[config.mk]
export PLATFORM = sky130hd
export DESIGN_NAME = counter_sequencer
export DESIGN_NICKNAME = d
export VERILOG_FILES = /design/src/rtl/counter_sequencer.sv
export SDC_FILE = /design/constraint.sdc
export NUM_CORES = 1
export LEC_CHECK = 0
export ABC_AREA = 1
export CAP_MARGIN = 30
export CORE_AREA = 2 2 39 41
export CTS_CLUSTER_DIAMETER = 50
export DETAILED_ROUTE_END_ITERATION = 12
export DIE_AREA = 0 0 41 43
export GPL_ROUTABILITY_DRIVEN = 0
export GPL_TIMING_DRIVEN = 0
export PLACE_DENSITY = 0.7
export SETUP_SLACK_MARGIN = 0.2
export SYNTH_ARGS = -nofsm -noshare
export SYNTH_HDL_FRONTEND = slang
export SYNTH_SLANG_ARGS = --single-unit
[constraint.sdc]
create_clock -name clk -period 2.3 [get_ports clk]
set_clock_uncertainty 0.2 [all_clocks]
set_input_delay 0.575 -clock clk [delete_from_list [all_inputs] [get_ports clk]]
set_output_delay 0.575 -clock clk [all_outputs]
set_load 0.005 [all_outputs]
[src/rtl/counter_sequencer.sv]
// Sequencer that turns a free-running W-bit counter into a modulo-(term+1) counter.
// It supports continuous and one-shot modes.
// Outputs are combinational decodes of the registered state and cnt_q.
// start and halt take effect one cycle after they are sampled.
// Optional feature: define CNT_SEQ_PAUSE_EN to build the PAUSE state.
// Without it, the pause input is ignored.
module counter_sequencer #(
  parameter int W = 4
) (
  input  logic         clk,
  input  logic         reset,
  input  logic         start,
  input  logic         halt,
  input  logic         pause,
  input  logic         one_shot,
  input  logic [W-1:0] term,
  input  logic [W-1:0] cnt_q,
  output logic         cnt_en,
  output logic         cnt_clr,
  output logic         tc,
  output logic         busy,
  output logic         done
);

  typedef enum logic [2:0] {
    S_IDLE,
    S_CLEAR,
    S_RUN,
`ifdef CNT_SEQ_PAUSE_EN
    S_PAUSE,
`endif
    S_DONE
  } state_t;

  state_t       state_q, state_d;
  logic [W-1:0] term_q, term_d;
  logic         one_shot_q, one_shot_d;
  logic         terminal;
  logic         pause_req;

`ifdef CNT_SEQ_PAUSE_EN
  assign pause_req = pause;
`else
  logic pause_unused;
  assign pause_unused = pause;
  assign pause_req    = 1'b0;
`endif

  // The >= compare recovers if something pushed the counter past term.
  assign terminal = (cnt_q >= term_q);

  // State register and the term/mode values latched on an accepted start.
  always_ff @(posedge clk) begin
    if (reset) begin
      state_q    <= S_IDLE;
      term_q     <= '0;
      one_shot_q <= 1'b0;
    end else begin
      state_q    <= state_d;
      term_q     <= term_d;
      one_shot_q <= one_shot_d;
    end
  end

  // Output decode, then next state. Priority is halt > start > pause > normal.
  always_comb begin
    state_d    = state_q;
    term_d     = term_q;
    one_shot_d = one_shot_q;
    cnt_en     = 1'b0;
    cnt_clr    = 1'b0;
    tc         = 1'b0;
    busy       = 1'b0;
    done       = 1'b0;

    case (state_q)
      S_CLEAR: begin
        cnt_clr = 1'b1;
        busy    = 1'b1;
      end
      S_RUN: begin
        busy = 1'b1;
        // A pause request suppresses the increment in the cycle it is seen.
        if (!pause_req) begin
          if (terminal) begin
            tc      = 1'b1;
            cnt_clr = !one_shot_q;
          end else begin
            cnt_en = 1'b1;
          end
        end
      end
`ifdef CNT_SEQ_PAUSE_EN
      S_PAUSE: begin
        busy = 1'b1;
      end
`endif
      S_DONE: begin
        done = 1'b1;
      end
      default: ;
    endcase

    if (halt) begin
      state_d = S_IDLE;
    end else if (start) begin
      state_d    = S_CLEAR;
      term_d     = term;
      one_shot_d = one_shot;
    end else begin
      case (state_q)
        S_IDLE:  state_d = S_IDLE;
        S_CLEAR: state_d = S_RUN;
        S_RUN: begin
`ifdef CNT_SEQ_PAUSE_EN
          if (pause_req) begin
            state_d = S_PAUSE;
          end else
`endif
          if (terminal && one_shot_q) begin
            state_d = S_DONE;
          end
        end
`ifdef CNT_SEQ_PAUSE_EN
        S_PAUSE: begin
          if (!pause_req) state_d = S_RUN;
        end
`endif
        S_DONE:  state_d = S_DONE;
        default: state_d = S_IDLE;
      endcase
    end
  end

endmodule

==> results.toml <==
[critical_path]
critPathLaunch = "cnt_q[3]"
required_ns = 1.52
r2r_start = "term_q[2]$_SDFFE_PP0P_"
ff2ff_path_depth = 18
worst_setup_path_start_kind = "primary input"
r2r_end = "state_q[1]$_SDFFE_PP0P_"
cp_max_fo = 2
end_kind = "primary output"
crit_end = "cnt_clr"
critical_path_class = "in -> out"
worst_ep_arrival_time_ns = 1.66
worst-r2r-setup-slack_ns = 0.05

[finish]
num_antenna_cells = 0
final_util_pct = 67.1
drive_gt1_share_pct = 47.6
area_growth_pct = 88.8
final_design_area_no_fill_um2 = 928
layout.nets = 128

[timing]
fin_crit_ns = 2.44
worst_slack_ns = -0.138
max_freq_mhz = 410
hold_viol_final = 0
final-setup-viol-count = 3
setup_tns_ns = -0.198
hold_slack_ns = 0.291
slew_viol_final = 0
post-route-period-util_pct = 106
worst_pin_slew_ns = 0.272
rsz0062_at_grt = "true"
slew_headroom_pct = 81.9

[floorplanning]
std_cell_rows = 14
start_util_pct = 35.5
die_y_um = 43
top_level_ports = 19
core_region_area_um2 = 1380
die_area_um2 = 1760
die_w_um = 41

[outcome]
violations = "negative setup slack"
status = "finished with violations"

[routing]
vias = 553
vias_per_cell = 4.57
wl_per_cell_um = 11.7
drt-pass1-iter-count = 3
drt_iter0_markers = 8
drtAntennaViolNets = 0
wirelength_um = 1410
drc = 0

[placement]
place_area_um2 = 734
dp_slack_ns = -0.817
dp_hpwl_um = 763
io_buffers = 17

[clocking]
cts-root-buf = "clkbuf_4"
h-tree-depth = 1
hold_buffers = 0
path_clk_slew_ns = 0.05
cts_buffers = 3
cts_tree = "yes"
cts_num_sinks = 7
clk_path_buf_depth = 2
clk_latency_ns = 0.25

[yosys]
netlist_instances = 69
synth.distinct_cells = 14
ys_seq_area_share_pct = 28.5
postSynthAreaPerCell_um2 = 7.13
synth_nets = 91
ys_warn_count = 0
synth_seq_cells = 7
syn_area_um2 = 492

[global_route]
grt_pass1_wl_um = 2300
grt_max_degree = 10
antenna_found_initial = 0
grt_pass1_vias = 550
grt_usage_pct = 19.7
overflow = 0

[pwr]
power-per-cell-area_nw_per_um2 = 422
vdd_drop_max_mv = 0.271
power_leakage_nw = 0.450

[min_path]
hold_class = "reg -> reg"

[flow_run]
drv_cap = 0
[cell usage in the layout, fill, tap and decap left out, drive strengths merged]
cell,instances
dlygate4sd2,2
o21a,1
nand3,5
clkdlybuf4s50,8
dfxtp,7
ha,8
buf,22
inv,16
nand2,14
a211oi,4
clkbuf,4
nor2,11
nand4,1
a21oi,2
[what timing repair did]
| item | CTS | global route |
|---|---|---|
| gates cloned | 0 | 0 |
| pin swaps | 12 | 11 |
| resized for setup | 37 | 19 |
| setup buffers | 15 | 0 |
| setup endpoints to repair | 5 | 5 |
[report_power, final]
group	leakage (nW)	switching [W]	internal [W]
sequential	0.0584	0.00000427	0.000128
combinational	0.377	0.0000593	0.0000866
clock	0.0150	0.0000475	0.0000663
total	0.450	0.000111	0.000281
[layer usage]
metal  share of wire, %  track usage [%]  vias up
li1                   -                -      292
met1                 40             23.2      241
met2                 54             32.2       16
met3                4.5             3.14        4
met4                1.3             10.0        0
met5                  0                0        -
[Yosys cell counts (all sizes together)]
| cell type | instances | area, um^2 |
|---|---|---|
| inv | 16 | 60.1 |
| nand2 | 14 | 62.6 |
| nor2 | 11 | 41.3 |
| ha | 8 | 100 |
| dfxtp | 7 | 140 |
| nand3 | 5 | 30.0 |
| a211oi | 4 | 30.0 |
| a21oi | 2 | 13.8 |
| nand4 | 1 | 6.26 |
| o21a | 1 | 7.51 |
[cell type report]
class / instances / area (um^2)
fill: 113 / 455
timing repair buffer: 32 / 300
multi-input combinational: 46 / 377
inverter: 16 / 62.6
tap: 16 / 20.0
clock buffer: 4 / 26.3
sequential: 7 / 143
[cell families after synthesis]
family	Yosys count	share of synthesized area, %
and+or+nand+nor	31	28.5
AOI/OAI and AO/OA	7	10.4
adders and majority gates	8	20.4
DFF	7	28.5
buffers and inverters	16	12.2
[worst max-delay path, stage by stage]
cell     delay [ns]
buf_6          0.10
ha_4           0.27
nand2_2        0.05
inv_2          0.07
nand2_2        0.07
nand3_2        0.10
nand2_2        0.07
nor2_2         0.12
o21a_1         0.13
buf_2          0.11
[registers in the layout, summed over array words and instances, names as in the netlist]
signal and flops:
term_q 4, state_q 2, one_shot_q 1
[worst min path at each step]
stage | start | end | slack, ns | cells past startpoint
global placement | term_q[0]$_SDFFE_PP0P_ | term_q[0]$_SDFFE_PP0P_ | 0.29 | 2
floorplan | term_q[0]$_SDFFE_PP0P_ | term_q[0]$_SDFFE_PP0P_ | 0.27 | 2
global route | term_q[1]$_SDFFE_PP0P_ | term_q[1]$_SDFFE_PP0P_ | 0.31 | 2
CTS | term_q[0]$_SDFFE_PP0P_ | term_q[0]$_SDFFE_PP0P_ | 0.32 | 2
finish | term_q[3]$_SDFFE_PP0P_ | term_q[3]$_SDFFE_PP0P_ | 0.29 | 2
detailed placement | term_q[2]$_SDFFE_PP0P_ | term_q[2]$_SDFFE_PP0P_ | 0.30 | 2
[per-stage QoR]
stage,total power (W),instances
3_3_place_gp,0.000216,102
4_1_cts,0.000362,121
2_1_floorplan,0.000182,69
3_5_place_dp,0.000217,102
5_1_grt,0.000418,121
6_report,0.000392,121
Note: power is estimated with default switching activity, not from simulation.
